## src/rtl/ads_frame_scheduler.sv

```systemverilog
// ads_frame_scheduler: sequences every SPI frame sent to the ADS8685.
// After reset it waits INIT_DELAY cycles and runs the register configuration.
// It then shares the single 32-bit frame engine between the periodic sample
// readout and the host register port. Sample readout has priority; a host
// read is a command frame followed by a NOP frame, and the two are never split.
module ads_frame_scheduler #(
    parameter int SAMPLE_DIV = 200,
    parameter int INIT_DELAY = 1000,
    parameter int TIMEOUT    = 255
) (
    input  logic        clk_ref,
    input  logic        sys_rstn,
    input  logic        run_en,
    input  logic        host_req,
    input  logic        host_wr,
    input  logic [7:0]  host_addr,
    input  logic [15:0] host_wdata,
    output logic        host_ack,
    output logic [15:0] host_rdata,
    output logic        frm_start,
    output logic [31:0] frm_cmd,
    input  logic        frm_busy,
    input  logic        frm_done,
    input  logic [31:0] frm_rdata,
    output logic        smp_valid,
    output logic [15:0] smp_data,
    output logic        smp_overrun,
    output logic        init_done,
    output logic        timeout_err
);
    localparam int PW = $clog2(INIT_DELAY + 1);
    localparam int DW = $clog2(SAMPLE_DIV);
    localparam int TW = $clog2(TIMEOUT + 1);

    typedef enum logic [2:0] {PWR, INIT, IDLE, ISSUE, WAIT, DONE} state_t;
    // What the frame currently in flight belongs to
    typedef enum logic [2:0] {K_INIT, K_SMP, K_HWR, K_HRD1, K_HRD2} kind_t;

    state_t        state;
    kind_t         kind;
    logic [PW-1:0] pwr_cnt;
    logic [DW-1:0] tick_cnt;
    logic [TW-1:0] to_cnt;
    logic [1:0]    init_idx;
    logic [31:0]   cmd_q;
    logic          sample_pending;

    logic          tick;
    logic          tick_run;
    logic          smp_fin;
    logic [7:0]    req_addr;
    logic          unused_bits;

    // Power-up configuration: three register writes then a flushing NOP
    function automatic logic [31:0] init_cmd(input logic [1:0] idx);
        case (idx)
            2'd0:    init_cmd = {8'hD0, 8'h0C, 16'h0000};
            2'd1:    init_cmd = {8'hD0, 8'h10, 16'h0000};
            2'd2:    init_cmd = {8'hD0, 8'h14, 16'h0001};
            default: init_cmd = 32'h0000_0000;
        endcase
    endfunction

    assign tick     = init_done && (tick_cnt == DW'(SAMPLE_DIV - 1));
    assign tick_run = tick && run_en;
    // A sample frame leaves WAIT this cycle, either completed or timed out
    assign smp_fin  = (state == WAIT) && (kind == K_SMP) &&
                      (frm_done || (to_cnt == TW'(TIMEOUT)));
    assign req_addr = {host_addr[7:1], 1'b0};
    // Low half of the returned word and address bit 0 carry nothing we use
    assign unused_bits = ^{frm_rdata[15:0], host_addr[0]};

    // Free-running sample tick divider, started by init_done
    always_ff @(posedge clk_ref or negedge sys_rstn) begin
        if (!sys_rstn) begin
            tick_cnt <= '0;
        end else if (!init_done || tick) begin
            tick_cnt <= '0;
        end else begin
            tick_cnt <= tick_cnt + DW'(1);
        end
    end

    // Pending-sample flag; a tick on an unserved sample reports an overrun.
    // A sample finishing in the same cycle as a tick does not count as unserved.
    always_ff @(posedge clk_ref or negedge sys_rstn) begin
        if (!sys_rstn) begin
            sample_pending <= 1'b0;
            smp_overrun    <= 1'b0;
        end else begin
            smp_overrun <= tick_run && sample_pending && !smp_fin;
            if (tick_run) begin
                sample_pending <= 1'b1;
            end else if (smp_fin) begin
                sample_pending <= 1'b0;
            end
        end
    end

    // Frame sequencer with registered outputs
    always_ff @(posedge clk_ref or negedge sys_rstn) begin
        if (!sys_rstn) begin
            state       <= PWR;
            kind        <= K_INIT;
            pwr_cnt     <= '0;
            to_cnt      <= '0;
            init_idx    <= '0;
            cmd_q       <= '0;
            frm_start   <= 1'b0;
            frm_cmd     <= '0;
            host_ack    <= 1'b0;
            host_rdata  <= '0;
            smp_valid   <= 1'b0;
            smp_data    <= '0;
            init_done   <= 1'b0;
            timeout_err <= 1'b0;
        end else begin
            frm_start <= 1'b0;
            host_ack  <= 1'b0;
            smp_valid <= 1'b0;
            case (state)
                PWR: begin
                    if (pwr_cnt == PW'(INIT_DELAY - 1)) begin
                        state <= INIT;
                    end else begin
                        pwr_cnt <= pwr_cnt + PW'(1);
                    end
                end
                INIT: begin
                    cmd_q <= init_cmd(init_idx);
                    kind  <= K_INIT;
                    state <= ISSUE;
                end
                IDLE: begin
                    // The live tick is looked at directly so a sample launches
                    // without waiting for the pending flag to register
                    if (sample_pending || tick_run) begin
                        cmd_q <= 32'h0000_0000;
                        kind  <= K_SMP;
                        state <= ISSUE;
                    end else if (host_req) begin
                        kind  <= host_wr ? K_HWR : K_HRD1;
                        cmd_q <= host_wr ? {8'hD0, req_addr, host_wdata}
                                         : {8'hC8, req_addr, 16'h0000};
                        state <= ISSUE;
                    end
                end
                ISSUE: begin
                    if (!frm_busy) begin
                        frm_start <= 1'b1;
                        frm_cmd   <= cmd_q;
                        to_cnt    <= '0;
                        state     <= WAIT;
                    end
                end
                WAIT: begin
                    if (frm_done) begin
                        state <= DONE;
                        case (kind)
                            K_INIT: begin
                                if (init_idx == 2'd3) begin
                                    init_done <= 1'b1;
                                end
                                init_idx <= init_idx + 2'd1;
                            end
                            K_SMP: begin
                                smp_valid <= 1'b1;
                                smp_data  <= frm_rdata[31:16];
                            end
                            K_HWR: host_ack <= 1'b1;
                            K_HRD2: begin
                                host_ack   <= 1'b1;
                                host_rdata <= frm_rdata[31:16];
                            end
                            default: ;
                        endcase
                    end else if (to_cnt == TW'(TIMEOUT)) begin
                        timeout_err <= 1'b1;
                        if (kind == K_INIT) begin
                            init_idx <= '0;
                            state    <= INIT;
                        end else begin
                            state <= IDLE;
                            if (kind != K_SMP) begin
                                host_ack   <= 1'b1;
                                host_rdata <= 16'hFFFF;
                            end
                        end
                    end else begin
                        to_cnt <= to_cnt + TW'(1);
                    end
                end
                DONE: begin
                    case (kind)
                        K_INIT: state <= init_done ? IDLE : INIT;
                        // Second half of a host read goes out before anything else
                        K_HRD1: begin
                            cmd_q <= 32'h0000_0000;
                            kind  <= K_HRD2;
                            state <= ISSUE;
                        end
                        default: state <= IDLE;
                    endcase
                end
                default: state <= PWR;
            endcase
        end
    end
endmodule

```

## config.mk

```make
export PLATFORM = sky130hd
export DESIGN_NAME = ads_frame_scheduler
export DESIGN_NICKNAME = d
export VERILOG_FILES = /design/src/rtl/ads_frame_scheduler.sv
export SDC_FILE = /design/constraint.sdc
export NUM_CORES = 1
export LEC_CHECK = 0
export BUFFER_PORTS_ARGS = -buffer_cell sky130_fd_sc_hd__buf_2
export CAP_MARGIN = 15
export CORE_MARGIN = 2
export CORE_UTILIZATION = 50
export CTS_BUF_LIST = sky130_fd_sc_hd__clkbuf_4
export DETAILED_ROUTE_END_ITERATION = 7
export GPL_ROUTABILITY_DRIVEN = 0
export PLACE_DENSITY = 0.81
export SETUP_SLACK_MARGIN = 0.3
export SKIP_LAST_GASP = 1
export SYNTH_ARGS = -nofsm -noshare
export SYNTH_HDL_FRONTEND = slang
export SYNTH_SLANG_ARGS = --single-unit
```

## constraint.sdc

```tcl
create_clock -name clk_ref -period 1.8 [get_ports clk_ref]
set_input_delay 0.27 -clock clk_ref [delete_from_list [all_inputs] [get_ports clk_ref]]
set_output_delay 0.27 -clock clk_ref [all_outputs]
set_load 0.02 [all_outputs]
```

==> summary.log <==
[run_status] status finished with violations
[run_status] failing checks setup timing
[floorplan] effective utilization at floorplan 0.512
[placed_design] dpl cell area 6460 sq um
[power] sum of internal, switching and leakage power 11.3 mW
[sta] final hold violation count 0
[layout] number of standard cells in the layout, taps in and fillers out 834
[layout] multi-input combinational cell area 2430 sq um
[synthesis] number of library cell types mapped by synthesis 62
[clock_tree] root buffer cell sky130_fd_sc_hd__clkbuf_4
[layout] P&R area growth vs syn 37.7%
[placed_design] number of placed instances, taps included 745
[synthesis] top flip-flop cell by instance count after synthesis sky130_fd_sc_hd__dfrtp_1
[detailed_routing] number of nets still failing antenna checks after routing 0
[setup_path] critical path fanouts, max 17
[synthesis] largest family of logic cells by synthesized area simple AND/OR/NAND/NOR gates
[floorplan] area of the die 11900 sq um
[grt] GRT Util Overall 0.235
[layout] proportion of layout cells with a drive suffix above 1 0.418
[synthesis] Mapped Cells 484
[clock_tree] clk slew on worst S/H paths 0.12 ns
[power] switching power 4.36 mW
[detailed_routing] Remaining DRCs 0
[min_path] hold path startpoint host_req
[setup_path] Critical Path Sink Type flop
[synthesis] sequential area share after synthesis 0.566
[detailed_routing] total length of routed wires 14.2 mm
[detailed_routing] Initial DRT Pass Iterations 6
[synthesis] cell types with the highest counts after synthesis sky130_fd_sc_hd__dfrtp_1, sky130_fd_sc_hd__nand2_1, sky130_fd_sc_hd__mux2_2
[clock_tree] CTS tree built
[layout] final design utilization 0.705
[floorplan] row cnt 38
[setup_path] arrival time at the worst endpoint 2.34 ns
[layout] Fillers 706
[floorplan] I/O Pins 133
[min_path] worst min path class in2reg
[sta] Slew Limit Fails 0
[sta] post-layout min period 1.94 ns
[grt] number of global-route vias before repair 4575
[synthesis] number of enable flip-flop cells after synthesis 0
[clock_tree] htree depth 4
[setup_path] Crit Reg-Reg Startpoint sample_pending$_DFFE_PN0P_
[power] Leak Pwr 4.00 nW
[detailed_routing] average wire length per cell after detail routing 17.1 microns
[placed_design] Port Buffer Count 110
[synthesis] combined area of all synthesized cells 5520 sq um
[grt] initial antenna violation count 0
[job] maxcap violations 0
[synthesis] adder and majority gate portion of the synthesized area 0.0159
[grt] leftover overflow at the end of global routing 0
[setup_path] cell type of the slowest stage on the worst timing path sky130_fd_sc_hd__or4b_4
[power] relative contribution of sequential cells to total power 0.373
[synthesis] Post-Synth Simple-Gate Area 0.169
[setup_path] Crit Reg-Reg Endpoint cmd_q[13]$_DFFE_PN0P_
[min_path] depth of the worst hold-timing path 3
[sta] final worst path period share 1.08
[clock_tree] number of buffers between clock root and the deepest sink 2
[layout] final design instance area without fill 7600 sq um
[sta] Post-Route Setup TNS -2.44 ns
[detailed_routing] routed vias/inst 5.47
[layout] # diodes 0
[power] design internal power 6.95 mW
[detailed_routing] 1st-iter DRT viols 362
[sta] worst hold slack after final layout 0.0865 ns
[grt] first-pass GRT wire length 21.8 mm
[clock_tree] count of clock tree sinks 125
[sta] RSZ-0062 raised after global routing yes
[setup_path] worst setup slack for register-to-register paths -0.14 ns
[synthesis] dominant cell type by area after synthesis sky130_fd_sc_hd__dfrtp_1
[power] Sw Ratio 0.385
[sta] Max Clk Rate 516 MHz
[setup_path] category of the most critical setup path reg2reg
[layout] Layout Nets 751
[setup_path] Critical Path Start Type flop
[synthesis] most numerous cell in the Yosys netlist sky130_fd_sc_hd__dfrtp_1
[synthesis] area fraction of the dominant cell type after synthesis 0.566
[sta] clock skew after layout 0.0185 ns
[synthesis] leading cell types by total area after synthesis sky130_fd_sc_hd__dfrtp_1, sky130_fd_sc_hd__nand2_1, sky130_fd_sc_hd__mux2_2, sky130_fd_sc_hd__o22a_1, sky130_fd_sc_hd__and3_1
[floorplan] Die Wd 109 microns
[synthesis] share of the synthesized area in compound gates (AO/OA/AOI/OAI) 0.104
[synthesis] yosys synthesis warning count 0
[min_path] sink of the worst hold path cmd_q[27]$_DFFE_PN0P_
[clock_tree] clock network latency to the later pin of the worst-skew pair 0.51 ns
[power] worst vdd ir 0.000884 V
[sta] final worst slack -0.138 ns
[clock_tree] cts bufs inserted 17
[synthesis] Synth Area per Inst 11.4 sq um
[floorplan] DIE HEIGHT 109 microns
[layout] Sequential cell area 3130 sq um
[synthesis] xor and xnor area share after synthesis 0.0238
[floorplan] Core Footprint 10800 sq um
[setup_path] data required time at the worst endpoint 2.20 ns
[setup_path] Worst path max stage delay 0.55 ns
[placed_design] post-placement worst setup slack -0.113 ns
[setup_path] worst-path cell chain or4b_4 -> a41oi_4 -> a2bb2oi_4 -> buf_12 -> mux2_4
[detailed_routing] vias post-DR 4558
[placed_design] HPWL Detailed 8.64 mm
[setup_path] number of cells on the worst reg-to-reg path 5
[grt] largest net degree at the start of global routing 54
[sta] setup-violating endpoint count in the final report 28
[power] relative contribution of the clock network to total power 0.179
[power] pwr dens 1490 nW/um^2
[synthesis] share of synthesized flip-flops with an asynchronous set or reset 1.00
[synthesis] proportion of synthesized area in mux cells 0.0802
[power] combinational fraction of design power 0.449
[synthesis] register bit total from synthesis 125
==> state kept, by name, indices dropped and copies added, names as in the netlist, 2 cells and up <==
| signal | flops |
|---|---|
| smp_data | 16 |
| frm_cmd | 26 |
| to_cnt | 8 |
| init_idx | 2 |
| pwr_cnt | 10 |
| state | 3 |
| tick_cnt | 8 |
| kind | 3 |
| host_rdata | 16 |
| cmd_q | 26 |
==> per-layer routing <==
metal / track usage / up-vias / share of wire
li1: - / 2093 / -
met1: 0.295 / 2261 / 0.41
met2: 0.401 / 182 / 0.51
met3: 0.0550 / 22 / 0.060
met4: 0.0806 / 0 / 0.018
met5: 0 / - / 0
==> layout by cell type, fill, tap and decap left out, drive strengths merged, types with 10 or more instances in the layout <==
cell type	netlist	final
and3	22	22
buf	16	180
clkbuf	12	18
dfrtp	125	125
dlygate4sd3	0	21
inv	14	15
mux2	34	34
nand2	94	94
nand3	14	14
nor2	15	15
o21ai	19	19
o22a	16	16
xor2	10	10
==> timing repair <==
action	in CTS	in global routing
hold buffers	21	0
buffers inserted	20	13
pin swaps	28	25
gates resized for setup	30	42
endpoints found under the setup margin	82	115
endpoints found under the hold margin	59	0
gates cloned	3	0
==> worst max-delay path by stage <==
stage | startpoint | endpoint | slack, ns | depth (start not counted)
after detailed placement | sample_pending$_DFFE_PN0P_ | cmd_q[20]$_DFFE_PN0P_ | -0.11 | 5
after CTS | sample_pending$_DFFE_PN0P_ | cmd_q[11]$_DFFE_PN0P_ | -0.12 | 5
after global routing | state[0]$_DFFE_PN0P_ | cmd_q[14]$_DFFE_PN0P_ | -0.16 | 5
after floorplan | state[0]$_DFFE_PN0P_ | cmd_q[10]$_DFFE_PN0P_ | -0.09 | 5
after global placement | sample_pending$_DFFE_PN0P_ | cmd_q[10]$_DFFE_PN0P_ | -0.08 | 5
final | sample_pending$_DFFE_PN0P_ | cmd_q[13]$_DFFE_PN0P_ | -0.14 | 5
==> power by group through the flow <==
stage | sequential [mW] | combinational, mW | clock, mW
2_1_floorplan | 4.77 | 2.27 | 0
3_3_place_gp | 4.15 | 4.11 | 0
3_5_place_dp | 4.21 | 4.26 | 0
4_1_cts | 4.16 | 4.66 | 2.06
5_1_grt | 4.30 | 5.44 | 2.19
6_report | 4.21 | 5.07 | 2.02
==> worst max-delay path, delay by kind of cell (launching register included) <==
family / cells / cell delay (ns)
buffers and inverters: 1 / 0.17
DFF: 1 / 0.40
muxes: 1 / 0.30
and+or+nand+nor: 1 / 0.55
AOI/OAI and AO/OA: 2 / 0.39
==> cell type report <==
class / count / area share
clock buffer: 17 / 0.0168
clock inverter: 15 / 0.0225
inverter: 15 / 0.00757
multi-input combinational: 320 / 0.320
sequential: 125 / 0.411
tap: 140 / 0.0230
timing repair buffer: 202 / 0.199
==> kinds of logic after synthesis <==
| kind of cell | Yosys count |
|---|---|
| buf+inv | 43 |
| fa+ha+maj | 7 |
| other cells | 1 |
| xor+xnor | 15 |
| flops | 125 |
| simple gates | 184 |
| mux | 37 |
| compound gates | 72 |
(Power assumes the default switching activity.)
